File: config.mk
export PLATFORM = sky130hd
export DESIGN_NAME = mesm6_timer_irq
export DESIGN_NICKNAME = d
export VERILOG_FILES = /design/src/rtl/mesm6_timer_irq.sv
export SDC_FILE = /design/constraint.sdc
export NUM_CORES = 1
export LEC_CHECK = 0
export CAP_MARGIN = 20
export CELL_PAD_IN_SITES_DETAIL_PLACEMENT = 0
export CELL_PAD_IN_SITES_GLOBAL_PLACEMENT = 1
export CORE_UTILIZATION = 38
export CTS_BUF_LIST = sky130_fd_sc_hd__clkbuf_16
export DETAILED_ROUTE_END_ITERATION = 7
export MAX_ROUTING_LAYER = met4
export PLACE_DENSITY_LB_ADDON = 0.1
export SETUP_SLACK_MARGIN = 0.3
export SLEW_MARGIN = 20
export SYNTH_ARGS = -nofsm -noshare
export SYNTH_HDL_FRONTEND = slang
export SYNTH_SLANG_ARGS = --single-unit
File: constraint.sdc
create_clock -name clk -period 3.32 [get_ports clk]
set_input_delay 0.83 -clock clk [delete_from_list [all_inputs] [get_ports clk]]
set_output_delay 0.83 -clock clk [all_outputs]
set_load 0.1 [all_outputs]
File: src/rtl/mesm6_timer_irq.sv
// MESM-6 interrupt sources: prescaled interval timer and edge-detected
// external line, register-mapped on the 48-bit peripheral bus.
module mesm6_timer_irq #(
  parameter int CNT_W       = 32,
  parameter int PRE_W       = 16,
  parameter int SYNC_STAGES = 2
) (
  input  logic        clk,
  input  logic        reset,
  input  logic        ext_irq,
  input  logic [14:0] tmr_addr,
  input  logic        tmr_read,
  input  logic        tmr_write,
  input  logic [47:0] tmr_wdata,
  output logic [47:0] tmr_rdata,
  output logic        tmr_done,
  output logic [1:0]  irq
);

  localparam logic [2:0] A_CNT    = 3'o0;
  localparam logic [2:0] A_PERIOD = 3'o1;
  localparam logic [2:0] A_CTRL   = 3'o2;
  localparam logic [2:0] A_STATUS = 3'o3;
  localparam logic [2:0] A_PRE    = 3'o4;

  logic [CNT_W-1:0]       cnt_q, cnt_d;
  logic [CNT_W-1:0]       period_q, period_d;
  logic [3:0]             ctrl_q, ctrl_d;
  logic [1:0]             status_q, status_d;
  logic [PRE_W-1:0]       prescale_q, prescale_d;
  logic [PRE_W-1:0]       pre_q, pre_d;
  logic [SYNC_STAGES-1:0] sync_q, sync_d;
  logic                   hist_q, hist_d;
  logic [1:0]             irq_q, irq_d;
  logic                   done_q, done_d;

  logic [2:0] addr;
  logic       wr_cnt, wr_period, wr_ctrl;
  logic       wr_status, wr_pre;
  logic       en, auto_rl, xen, xpol;
  logic       tick_due, en_kill, tick, expire;
  logic       x_new, x_rise, x_fall, xevt;
  logic [1:0] clr;
  logic       unused_ok;

  assign unused_ok = ^{tmr_addr, tmr_wdata};

  assign addr      = tmr_addr[2:0];
  assign wr_cnt    = tmr_write && (addr == A_CNT);
  assign wr_period = tmr_write && (addr == A_PERIOD);
  assign wr_ctrl   = tmr_write && (addr == A_CTRL);
  assign wr_status = tmr_write && (addr == A_STATUS);
  assign wr_pre    = tmr_write && (addr == A_PRE);

  assign en      = ctrl_q[0];
  assign auto_rl = ctrl_q[1];
  assign xen     = ctrl_q[2];
  assign xpol    = ctrl_q[3];

  // A CNT write or an EN-clearing CTRL write suppresses a due tick.
  always_comb begin
    tick_due = en && (pre_q == prescale_q);
    en_kill  = wr_ctrl && !tmr_wdata[0];
    tick     = tick_due && !wr_cnt && !en_kill;
    expire   = tick && (cnt_q == CNT_W'(1));
  end

  always_comb begin
    pre_d = pre_q;
    if (!en || wr_cnt || wr_pre || wr_ctrl) begin
      pre_d = '0;
    end else if (pre_q == prescale_q) begin
      pre_d = '0;
    end else begin
      pre_d = pre_q + PRE_W'(1);
    end
  end

  always_comb begin
    cnt_d = cnt_q;
    if (wr_cnt) begin
      cnt_d = tmr_wdata[CNT_W-1:0];
    end else if (tick) begin
      if (cnt_q > CNT_W'(1)) begin
        cnt_d = cnt_q - CNT_W'(1);
      end else if (expire) begin
        cnt_d = auto_rl ? period_q : '0;
      end
    end
  end

  always_comb begin
    period_d   = wr_period ? tmr_wdata[CNT_W-1:0] : period_q;
    prescale_d = wr_pre ? tmr_wdata[PRE_W-1:0] : prescale_q;
    ctrl_d     = wr_ctrl ? tmr_wdata[3:0] : ctrl_q;
    if (expire && !auto_rl) begin
      ctrl_d[0] = 1'b0;
    end
  end

  // History flop keeps tracking even while XEN is off.
  always_comb begin
    sync_d = {sync_q[SYNC_STAGES-2:0], ext_irq};
    x_new  = sync_q[SYNC_STAGES-1];
    hist_d = x_new;
    x_rise = x_new && !hist_q;
    x_fall = !x_new && hist_q;
    xevt   = xen && (xpol ? x_fall : x_rise);
  end

  // Set beats clear on STATUS.
  always_comb begin
    clr      = wr_status ? tmr_wdata[1:0] : 2'b00;
    status_d = (status_q & ~clr) | {xevt, expire};
    irq_d    = {xevt, expire};
    done_d   = tmr_read || tmr_write;
  end

  always_comb begin
    tmr_rdata = '0;
    unique case (addr)
      A_CNT:    tmr_rdata = 48'(cnt_q);
      A_PERIOD: tmr_rdata = 48'(period_q);
      A_CTRL:   tmr_rdata = 48'(ctrl_q);
      A_STATUS: tmr_rdata = 48'(status_q);
      A_PRE:    tmr_rdata = 48'(prescale_q);
      default:  tmr_rdata = '0;
    endcase
  end

  always_ff @(posedge clk) begin
    if (reset) begin
      cnt_q      <= '0;
      period_q   <= '0;
      ctrl_q     <= '0;
      status_q   <= '0;
      prescale_q <= '0;
      pre_q      <= '0;
      sync_q     <= '0;
      hist_q     <= 1'b0;
      irq_q      <= 2'b00;
      done_q     <= 1'b0;
    end else begin
      cnt_q      <= cnt_d;
      period_q   <= period_d;
      ctrl_q     <= ctrl_d;
      status_q   <= status_d;
      prescale_q <= prescale_d;
      pre_q      <= pre_d;
      sync_q     <= sync_d;
      hist_q     <= hist_d;
      irq_q      <= irq_d;
      done_q     <= done_d;
    end
  end

  assign irq      = irq_q;
  assign tmr_done = done_q;

endmodule
==> reports/summary.txt <==
instance count of the mapped netlist -> 735
Max-Slew Margin vs Limit -> 0.4995
area taken by flip-flops and latches -> 2162 µm²
share of the yosys chip area belonging to registers -> 0.3699
number of storage elements in the synthesis netlist -> 108
final net count -> 869
area occupied by multi-input gates -> 3561 µm²
slew of the pin with the lowest slew margin -> 0.7489 ns
Final Routed Wirelength -> 17.65 mm
leak pwr -> 2.800 nW
fillers -> 1415
CP Class -> input pin to primary output
Clk pin slew, worst setup/hold paths -> 0.06 ns
Yosys warning count -> 0
worst-path maximum fanout -> 16
total setup violations reported at the end of the flow -> 0
number of buffers between clock root and the deepest sink -> 2
result of the run -> finished clean
number of flops mapped to enable cells by yosys -> 0
most frequent CP cell -> sky130_fd_sc_hd__buf_12
vias in the first global route -> 5354
CTS tree -> done
antenna violations before repair -> 0
antenna-violating nets left -> 0
max-slew violation total from the final report -> 0
total die area -> 15880 µm²
clock latency of the later-clocked register in the worst-skew pair -> 0.36 ns
average vias per placed instance -> 5.625
kind of start point of the critical path -> input pin
maximum number of pins on one net before global-route repair -> 45
Port Buffer Count -> 74
fraction of the cycle the final worst path needs -> 0.8703
postcts setup bufs -> 0
root buffer cell -> sky130_fd_sc_hd__clkbuf_16
CP Data Required Time -> 2.49 ns
share of flip-flops with an asynchronous set or reset after synthesis -> 0
share of post-route cells with drive strength above 1 -> 0.1818
cell with the largest stage delay on the worst path -> sky130_fd_sc_hd__dlygate4sd2_1
global placer's final weighted congestion -> 0.8279
# H-tree levels -> 3
I/O pin count -> 119
GRT overflow -> 0
floorplan die height -> 126.0 µm
average footprint of a synthesized cell -> 7.953 µm²
Core ar. -> 14750 µm²
Primary FF master, synth -> sky130_fd_sc_hd__dfxtp_1
worst ir drop on vdd -> 0.2890 mV
total number of placement rows -> 44
main area contributors after synthesis -> sky130_fd_sc_hd__dfxtp_1 (37%), sky130_fd_sc_hd__a21oi_1 (7.4%), sky130_fd_sc_hd__nand2_1 (7.1%)
number of hold-slack violations in the final timing report -> 0
routed wire length per instance -> 17.89 µm
starting density of the core -> 0.3962
cell-by-cell trace of the critical path -> dlygate4sd2_1 -> buf_4 -> nor3_2 -> buf_12 -> a22o_2 -> buf_12
final core utilization -> 0.5201
netlist area before placement -> 5846 µm²
cell accounting for the most synthesized area -> sky130_fd_sc_hd__dfxtp_1
RSZ-0062 raised after global routing -> no
ANT cells -> 0
clock skew -> 0.006209 ns
Critical Path AT -> 2.06 ns
critical path endpoint category -> primary output
final critical-path required period -> 2.889 ns
total DRC errors in the routed layout -> 0
Yosys cell types -> 56
area share of the leading cell type in the synthesized netlist -> 0.3699
detailed-routing iteration count for the pre-antenna-repair pass -> 5
CTS Buf Count -> 9
type of the most critical hold path -> flip-flop to flip-flop
sum of net half-perimeters after detailed placement -> 11.95 mm
Peak Freq -> 0.3461 GHz
# clock sinks -> 108
number of DRC violations after detailed-routing iteration 0 -> 352
Die Wd -> 126.0 µm
global-route wire length before repair -> 28.56 mm
Synth-to-Final Area Change -> 31.27%
Cell Pwr Density -> 486.3 nW/µm²
max-cap violations -> 0
gr usage total -> 0.2339
maximum cell stage delay along the critical path -> 0.30 ns
number of buffers added to fix hold violations after cts -> 0
via total after detailed routing -> 5552
hold slack final -> 0.4600 ns
## state kept, by name, indices dropped and copies added, names as in the netlist
name	flops
cnt_q	32
period_q	32
pre_q	16
prescale_q	16
ctrl_q	4
irq	2
status_q	2
sync_q	2
hist_q	1
tmr_done	1
## worst max-delay path, delay by kind of cell
kind / cells / cell delay, ns
compound gates: 1 / 0.18
buf+inv: 4 / 0.85
simple gates: 1 / 0.19
## placed cells by master, fill, tap and decap left out, drive strengths merged, types with 3 or more instances in the layout
cell type and instances:
a221o 11, buf 72, nand4 14, a21oi 87, inv 7, xor2 23
clkbuf 10, clkdlybuf4s50 35, dfxtp 108, clkinv 3, nor2 67, or3 8
nand2 112, o21ai 21, a22o 16, xnor2 33, or4 6, and3 10
bufinv 3, nor2b 7, mux2i 17, nand3 8, o22ai 3, conb 16
a22oi 26, a211oi 11, nor3 16, nor4 16, ha 3, a31oi 10
## where the power goes
group	total (mW)	switching, mW	internal [mW]	leakage [nW]
clock	1.21	0.486	0.729	0.166
sequential	1.38	0.0460	1.33	0.874
combinational	1.14	0.712	0.428	1.76
## synthesized netlist by cell type, types with 5 or more instances
library cell,instances
sky130_fd_sc_hd__nor2b_1,7
sky130_fd_sc_hd__xor2_1,23
sky130_fd_sc_hd__nor3_1,16
sky130_fd_sc_hd__inv_1,6
sky130_fd_sc_hd__a221o_1,10
sky130_fd_sc_hd__or3_1,7
sky130_fd_sc_hd__a211oi_1,11
sky130_fd_sc_hd__dfxtp_1,108
sky130_fd_sc_hd__o21ai_1,18
sky130_fd_sc_hd__nor4_1,16
sky130_fd_sc_hd__a31oi_1,10
sky130_fd_sc_hd__buf_2,5
sky130_fd_sc_hd__mux2i_1,17
sky130_fd_sc_hd__buf_4,17
sky130_fd_sc_hd__a21oi_1,87
sky130_fd_sc_hd__clkbuf_1,38
sky130_fd_sc_hd__a22o_1,15
sky130_fd_sc_hd__nand3_1,8
sky130_fd_sc_hd__xnor2_1,33
sky130_fd_sc_hd__and3_1,10
sky130_fd_sc_hd__a22oi_1,26
sky130_fd_sc_hd__nand4_1,13
sky130_fd_sc_hd__nor2_1,67
sky130_fd_sc_hd__nand2_1,111
## layout make-up
| cell class | count | area share |
|---|---|---|
| Timing Repair Buffer | 109 | 0.1781 |
| Tap cell | 184 | 0.03000 |
| Sequential cell | 108 | 0.2818 |
| Inverter | 6 | 0.002935 |
| Clock buffer | 9 | 0.02935 |
| Multi-Input combinational cell | 564 | 0.4640 |
| Clock inverter | 7 | 0.01386 |
## per-stage QoR
step / cells / worst slack, ns / TNS (ns) / area (µm²) / power, mW
after floorplan: 750 / 0.1506 / 0 / 6076 / 2.250
after global placement: 971 / -0.1102 / -0.7931 / 7286 / 2.517
after detailed placement: 971 / -0.04113 / -0.05207 / 7291 / 2.529
after CTS: 987 / 0.3026 / 0 / 7662 / 3.746
after global routing: 987 / 0.3697 / 0 / 7674 / 3.912
final: 987 / 0.4306 / 0 / 7674 / 3.731
## repair_timing
action	4_1_cts	5_1_grt
hold endpoints to repair	0	0
setup endpoints to repair	32	51
gates resized for setup	12	6
## final timing paths
path / from / end / slack, ns / cells after the start
worst min-delay path: status_q[0]$_SDFF_PP0_ / status_q[0]$_SDFF_PP0_ / 0.46 / 2
worst max-delay path: tmr_addr[2] / tmr_rdata[21] / 0.43 / 6
worst min register to register: status_q[0]$_SDFF_PP0_ / status_q[0]$_SDFF_PP0_ / 0.46 / 2
worst max register to register: cnt_q[24]$_SDFFE_PP0P_ / cnt_q[8]$_SDFFE_PP0P_ / 0.51 / 7
## cells by family (layout without fill, tap and decap cells)
group	count (synthesis)	in the layout	share of synthesized area
and+or+nand+nor	276	276	0.2220
buffers and inverters	78	131	0.07106
DFF	108	108	0.3699
xor gates and xnor gates	56	56	0.08390
AOI/OAI and AO/OA	194	194	0.2132
other	1	16	0.0006415
muxes	19	19	0.03296
adders and majority gates	3	3	0.006422
## per-layer routing
layer | share of wire | wire length, µm | global-route usage | vias up
met5 | 0 | 0 | - | -
met4 | 0.0089 | 157 | 0.04678 | 0
li1 | - | - | - | 2708
met2 | 0.47 | 8249 | 0.3695 | 149
met3 | 0.048 | 852 | 0.04376 | 15
met1 | 0.48 | 8395 | 0.3116 | 2680
Power figures use the tool's default switching activity.
